## config.mk

```make
export PLATFORM = sky130hd
export DESIGN_NAME = sft_drv
export DESIGN_NICKNAME = d
export VERILOG_FILES = /design/src/rtl/sft_drv.sv
export SDC_FILE = /design/constraint.sdc
export NUM_CORES = 1
export LEC_CHECK = 0
export CAP_MARGIN = 0
export CORE_MARGIN = 2
export CORE_UTILIZATION = 30
export DETAILED_ROUTE_END_ITERATION = 12
export PLACE_DENSITY = 0.58
export SETUP_SLACK_MARGIN = 0.02
export SKIP_CTS_REPAIR_TIMING = 1
export SLEW_MARGIN = 20
export SYNTH_ARGS = -nofsm -noshare
export SYNTH_HDL_FRONTEND = slang
export SYNTH_SLANG_ARGS = --single-unit
```

## constraint.sdc

```tcl
create_clock -name CLK_I -period 7.3 [get_ports CLK_I]
set_input_delay 0.73 -clock CLK_I [delete_from_list [all_inputs] [get_ports CLK_I]]
set_output_delay 0.73 -clock CLK_I [all_outputs]
set_load 0.1 [all_outputs]
```

## src/rtl/sft_drv.sv

```systemverilog
// Command-driven controller for a 74HC595-style shift register: master reset,
// serial shift (MSB first from cmd_len), storage strobe and output enable.
module sft_drv #(
    parameter int DIV = 4
) (
    input  logic        CLK_I,
    input  logic        RST_I,
    input  logic        cmd_wr,
    input  logic [1:0]  cmd_op,
    input  logic [4:0]  cmd_len,
    input  logic [31:0] cmd_dat,
    output logic        busy,
    output logic        done,
    output logic        cmd_err,
    output logic        SFT_SHCP,
    output logic        SFT_DS,
    output logic        SFT_STCP,
    output logic        SFT_MR_N,
    output logic        SFT_OE_N
);

    typedef enum logic [2:0] {
        IDLE,
        MRST,
        SH_LO,
        SH_HI,
        STORE
    } state_t;

    localparam logic [7:0] PH_LAST = 8'(DIV - 1);

    state_t      state_q;
    logic [7:0]  phase_q;
    logic [4:0]  bit_q;
    logic [31:0] dat_q;
    logic        busy_q;
    logic        done_q;
    logic        err_q;
    logic        shcp_q;
    logic        ds_q;
    logic        stcp_q;
    logic        mr_n_q;
    logic        oe_n_q;

    logic        ph_end_d;
    logic [4:0]  nxt_bit_d;

    always_comb begin
        ph_end_d  = (phase_q == PH_LAST);
        nxt_bit_d = bit_q - 5'd1;
    end

    always_ff @(posedge CLK_I or posedge RST_I) begin
        if (RST_I) begin
            state_q <= IDLE;
            phase_q <= '0;
            bit_q   <= '0;
            dat_q   <= '0;
            busy_q  <= 1'b0;
            done_q  <= 1'b0;
            err_q   <= 1'b0;
            shcp_q  <= 1'b0;
            ds_q    <= 1'b0;
            stcp_q  <= 1'b0;
            mr_n_q  <= 1'b1;
            oe_n_q  <= 1'b1;
        end else begin
            done_q <= 1'b0;
            err_q  <= cmd_wr & busy_q;
            case (state_q)
                IDLE: begin
                    if (cmd_wr) begin
                        phase_q <= '0;
                        case (cmd_op)
                            2'b00: begin
                                state_q <= MRST;
                                busy_q  <= 1'b1;
                                mr_n_q  <= 1'b0;
                            end
                            2'b01: begin
                                state_q <= SH_LO;
                                busy_q  <= 1'b1;
                                dat_q   <= cmd_dat;
                                bit_q   <= cmd_len;
                                ds_q    <= cmd_dat[cmd_len];
                                shcp_q  <= 1'b0;
                            end
                            2'b10: begin
                                state_q <= STORE;
                                busy_q  <= 1'b1;
                                stcp_q  <= 1'b1;
                            end
                            default: begin
                                // Output enable completes in the accept cycle itself.
                                oe_n_q <= ~cmd_dat[0];
                                done_q <= 1'b1;
                            end
                        endcase
                    end
                end
                MRST: begin
                    if (ph_end_d) begin
                        state_q <= IDLE;
                        phase_q <= '0;
                        mr_n_q  <= 1'b1;
                        busy_q  <= 1'b0;
                        done_q  <= 1'b1;
                    end else begin
                        phase_q <= phase_q + 8'd1;
                    end
                end
                STORE: begin
                    if (ph_end_d) begin
                        state_q <= IDLE;
                        phase_q <= '0;
                        stcp_q  <= 1'b0;
                        busy_q  <= 1'b0;
                        done_q  <= 1'b1;
                    end else begin
                        phase_q <= phase_q + 8'd1;
                    end
                end
                SH_LO: begin
                    if (ph_end_d) begin
                        state_q <= SH_HI;
                        phase_q <= '0;
                        shcp_q  <= 1'b1;
                    end else begin
                        phase_q <= phase_q + 8'd1;
                    end
                end
                SH_HI: begin
                    if (ph_end_d) begin
                        phase_q <= '0;
                        shcp_q  <= 1'b0;
                        // Counting down to zero lets len=31 run all 32 bits without wrap.
                        if (bit_q == 5'd0) begin
                            state_q <= IDLE;
                            busy_q  <= 1'b0;
                            done_q  <= 1'b1;
                        end else begin
                            state_q <= SH_LO;
                            bit_q   <= nxt_bit_d;
                            ds_q    <= dat_q[nxt_bit_d];
                        end
                    end else begin
                        phase_q <= phase_q + 8'd1;
                    end
                end
                default: begin
                    state_q <= IDLE;
                end
            endcase
        end
    end

    assign busy     = busy_q;
    assign done     = done_q;
    assign cmd_err  = err_q;
    assign SFT_SHCP = shcp_q;
    assign SFT_DS   = ds_q;
    assign SFT_STCP = stcp_q;
    assign SFT_MR_N = mr_n_q;
    assign SFT_OE_N = oe_n_q;

endmodule
```

# == Yosys cells after proc, flatten, opt, wreduce, memory -nomap -nowiden ==
# Index checks and enable logic that the tools add are counted.
# op_classes
addsub,2
n_lt_le_gt_ge,2
eq_ne,20
n_mux,46
bitwise_logic,3
n_reduce_logical,21
# op_table
cell,count
$mux 1,23
$mux 5,4
$mux 8,2
$ne 2x2->1 const B,8
$pmux 8 s2,1
$reduce_and 5->1,3
$lt 5x6->1 const B,2
$mux 3,4
$pmux 3 s4,1
$bmux 1 s5,2
$pmux 5 s2,1
$pmux 1 s3,3
$pmux 3 s3,1
$add 8x1->8 const B,1
$eq 8x2->1 const B,1
$ne 2x1->1 const B,4
$reduce_and 4->1,2
$reduce_bool 2->1,4
$eq 3x2->1 const B,2
$pmux 1 s2,3
$reduce_and 3->1,2
$reduce_and 6->1,1
$reduce_bool 3->1,2
$logic_not 5->1,1
15 further kinds,16
# totals
reg_bits,56
inputBits,42
elab_cells,106

# == Logic depth before layout (Yosys ltp) ==
# depth
depth_word,6
mapped_depth,9
ltp_nobuf,7

# == Worst setup path before layout ==
# No wires, ideal clock.
# synth_timing
path_kind,register -> register
from,register bit_q[0]
to,register ds_q (netlist: SFT_DS)
setup_time_ns,0.082
arrival_time_ns,2.212
setup_slack_ns,5.006
stages_incl_launch_ff,10
path_buffers,2
period_less_slack_ns,2.294
path_cell_list,dfrtp_1 > buf_2 > inv_1 > ha_1 > clkbuf_1 > mux4_2 > or3b_1 > a211oi_1 > nor4_1 > a31oi_1
# synth_via
elab_chain_cells,6
# synth_rtl
item,line_no,rtl
start: declaration,34,logic [4:0] bit_q;
start signal: assignment,84,bit_q <= cmd_len;
start signal: assignment,143,bit_q <= nxt_bit_d;
$sub 5x1->5,50,nxt_bit_d = bit_q - 5'd1;
$bmux 1 s5,144,ds_q <= dat_q[nxt_bit_d];
$mux 1 (implied by the code),144,
$mux 1,137,if (bit_q == 5'd0) begin
$mux 1,133,if (ph_end_d) begin
$pmux 1 s2,70,case (state_q)
end signal: assignment,85,ds_q <= cmd_dat[cmd_len];
end signal: assignment,144,
end: declaration,40,logic ds_q;
# Several ways; a longest one is shown, not always the timed one. The select of a mux whose other input is x is not followed.
# A chain may end at the register's enable or synchronous reset.

# == Final worst setup path ==
# Same ends and word-level chain as after synthesis.

==> flow_metrics.tcl <==
set metrics [dict create \
    synth.area.top_cells "dfrtp_1 44%, mux4_2 12%, mux2_1 9.1%" \
    detail_route.wirelength_um 6945 \
    cap_violations 0 \
    die_y_um 105.6 \
    power_frac_seq_pct 39.5 \
    intPower_w 0.0008540 \
    clkPwrFrac_pct 14.5 \
    route.detailed.drc 0 \
    area_growth_pct 23.59 \
    final_max_slew_viol_count 0 \
    crit_slowest_cell "dfrtp_1" \
    rows 37 \
    clk_pin_slew_worst_paths_ps 110 \
    dr.first_iter.drc_count 152 \
    gr-usage-all-layers_pct 13.08 \
    start_util_pct 30.42 \
    ant_nets 0 \
    antenna_found_initial 0 \
    synth-seq-cells 56 \
    setup_viol 0 \
    synth.avg_cell_area_um2 11.87 \
    fin_nets 354 \
    num_antenna_cells 0 \
    timing.final.crit_share_pct 37.10 \
    yosysTopAreaCellShare_pct 43.62 \
    wire_per_inst_um 15.71 \
    crit_path_max_incr_delay_ps 750 \
    port_buffers 49 \
    ys_seq_area_share_pct 45.32 \
    via_per_inst 5.081 \
    slew_headroom_pct 35.54 \
    hold_viol 0 \
    async_flop_share_pct 100.0 \
    gp_congestion 0.8037 \
    dp_slack_ps 4280 \
    crit_path_end_kind "flip-flop" \
    switchingPower_w 0.0005832 \
    globalRoute.totalOverflow 0 \
    clock_latency_ps 310 \
    crit_family "flip-flops" \
    tritoncts "built" \
    status "finished, final reports clean" \
    vdd_drop_max_uv 178.2 \
    swShare_pct 40.58 \
    num_vias 2246 \
    yosysWarnings 0 \
    yosys_most_used_dff "dfrtp_1" \
    drive_gt1_share_pct 14.05 \
    period_needed_ps 2708 \
    skew_ps 13.05 \
    dieArea_um2 11160 \
    worst-path-buf-inv 1 \
    clock_path_buffers 2 \
    fp.coreArea_um2 10180 \
    first_global_vias 2235 \
    root_buffer "clkbuf_8" \
    num_io_pins 50 \
    synth_edf_count 0 \
    numCtsBuffers 5 \
    tns_ps 0 \
    firstDrtPassIters 4 \
    hold_class "reg -> reg" \
    powerDensity_nw_per_um2 375.4 \
    synth_area_leader_cell "dfrtp_1" \
    cp_max_fo 11 \
    synth_cell_type_count 45 \
    path_class "reg -> reg" \
    grt_setup_unrepaired "false" \
    die_w_um 105.6 \
    syn_inst 261 \
    p_leak_nw 1.545 \
    clkSinkCount 56 \
    worstPathCellList "inv_1, ha_1, mux4_2, or3b_1, a211oi_1, nor4_1, a31oi_1" \
    fmax_mhz 369.3 \
    grt_pass1_wl_um 11670 \
    worstPathArrival_ps 2940 \
    p_comb_share_pct 46.0 \
    dp_hpwl_um 5199 \
    syn_nets 310 \
    h-tree-depth 2 \
    tightest_slew_ps 964.0 \
    netlist_area_um2 3098 \
    cp.required_ps 7530 \
    crit_path_start_kind "flip-flop" \
    fin_ws_ps 4592 \
    grt_max_degree 57 \
]
==> kinds of logic (layout without fill, tap and decap cells) <==
family	count (synthesis)	in the layout	share of synthesized area, %
AO/OA/AOI/OAI	50	50	10.50
XOR/XNOR	5	5	1.414
adder cells (fa/ha/maj)	7	7	2.827
buffers and inverters	20	65	2.625
flip-flops	56	56	45.32
multiplexers	56	56	25.89
AND/OR/NAND/NOR	67	67	11.43
==> cell usage in the layout (no fill, tap or decap), types with 2 or more instances in the layout <==
master / instances
mux2_1: 25
o21ai_1: 9
buf_4: 2
mux4_2: 16
ha_1: 7
nand2_1: 15
a21oi_1: 7
nand3_1: 7
a22o_1: 2
inv_1: 5
xor2_1: 4
nor3_1: 5
mux2_2: 8
or3_1: 4
mux2i_1: 7
o22ai_1: 2
o31a_1: 2
a31oi_1: 5
clkbuf_8: 5
o21ai_0: 9
nor4_1: 3
nand4_1: 3
nand2b_1: 3
a211oi_1: 3
nand3b_1: 2
dfrtp_1: 54
dfstp_2: 2
o31ai_1: 2
and2_1: 2
nor2_1: 17
clkdlybuf4s50_1: 49
==> sequential cells by signal, indices dropped and copies added, names as in the netlist <==
register / count
state_q: 3
dat_q: 32
SFT_DS: 1
SFT_STCP: 1
busy: 1
bit_q: 5
cmd_err: 1
SFT_OE_N: 1
SFT_MR_N: 1
phase_q: 8
done: 1
SFT_SHCP: 1
==> power groups by stage <==
stage | clock, W | sequential, W | combinational [W]
CTS | 0.000216 | 0.000570 | 0.000665
finish | 0.000208 | 0.000568 | 0.000661
global route | 0.000229 | 0.000592 | 0.000719
global placement | 0 | 0.000572 | 0.000655
detailed placement | 0 | 0.000577 | 0.000663
floorplan | 0 | 0.000628 | 0.000443
==> per-layer routing <==
layer / vias up / wire length, µm / GRT usage [%] / part of all wire, %
li1: 1071 / - / - / -
met1: 1120 / 3311 / 18.36 / 48
met2: 49 / 3337 / 21.01 / 48
met3: 6 / 245 / 2.474 / 3.5
met4: 0 / 51 / 3.008 / 0.73
met5: - / 0 / 0 / 0
==> layout make-up <==
class	instances	area (µm²)
Clock inverter	2	38.79
Clock buffer	6	72.57
Inverter	6	22.52
Sequential cell	56	1404
Tap cell	136	170.2
Multi-Input combinational cell	185	1615
Timing Repair Buffer	51	505.5
Fill cell	1021	6356
==> worst paths after layout <==
check | startpoint | endpoint | slack, ps | cells after the start
setup reg to reg | bit_q[0]$_DFFE_PP0P_ | SFT_DS$_DFFE_PP0P_ | 4590 | 7
hold / removal | dat_q[17]$_DFFE_PP0P_ | dat_q[17]$_DFFE_PP0P_ | 500 | 1
hold reg to reg | dat_q[17]$_DFFE_PP0P_ | dat_q[17]$_DFFE_PP0P_ | 500 | 1
max in group asynchronous | RST_I | bit_q[2]$_DFFE_PP0P_ | 5890 | 3
setup / recovery | bit_q[0]$_DFFE_PP0P_ | SFT_DS$_DFFE_PP0P_ | 4590 | 7
min in group asynchronous | RST_I | bit_q[0]$_DFFE_PP0P_ | 940 | 3
==> worst register-to-register path, delay by kind of cell (launching register included) <==
family	cells	cell delay [ps]
DFF	1	750
adders and majority gates	1	590
and+or+nand+nor	2	460
AOI/OAI and AO/OA	2	390
muxes	1	280
buffers and inverters	1	170
==> per-stage QoR <==
step | area (µm²) | utilization (%) | cells | hold WS [ps] | power, W
2_1_floorplan | 3098 | - | 261 | 452.4 | 0.001071
4_1_cts | 3829 | 37.59 | 442 | 498.0 | 0.001451
3_5_place_dp | 3717 | 36.50 | 434 | 471.3 | 0.001240
3_3_place_gp | 3717 | 36.50 | 434 | 468.9 | 0.001227
5_1_grt | 3829 | 37.59 | 442 | 513.5 | 0.001539
6_report | 3829 | 37.59 | 442 | 495.9 | 0.001437
==> synthesized netlist by cell type, types with 2 or more instances <==
cell type	n
inv_1	6
a31oi_1	5
buf_2	5
a21oi_1	7
a22o_1	2
o31a_1	2
nor4_1	3
or3_1	4
nor3_1	5
nand4_1	3
mux4_2	16
o21ai_0	9
nand3b_1	2
a211oi_1	3
o31ai_1	2
nor2_1	18
nand2_1	15
and2_1	2
ha_1	7
nand3_1	7
o21ai_1	9
dfrtp_1	54
nand2b_1	3
mux2i_1	7
mux2_2	8
clkbuf_1	9
xor2_1	4
o22ai_1	2
mux2_1	25
dfstp_2	2
Note: power is estimated with default switching activity, not from simulation.
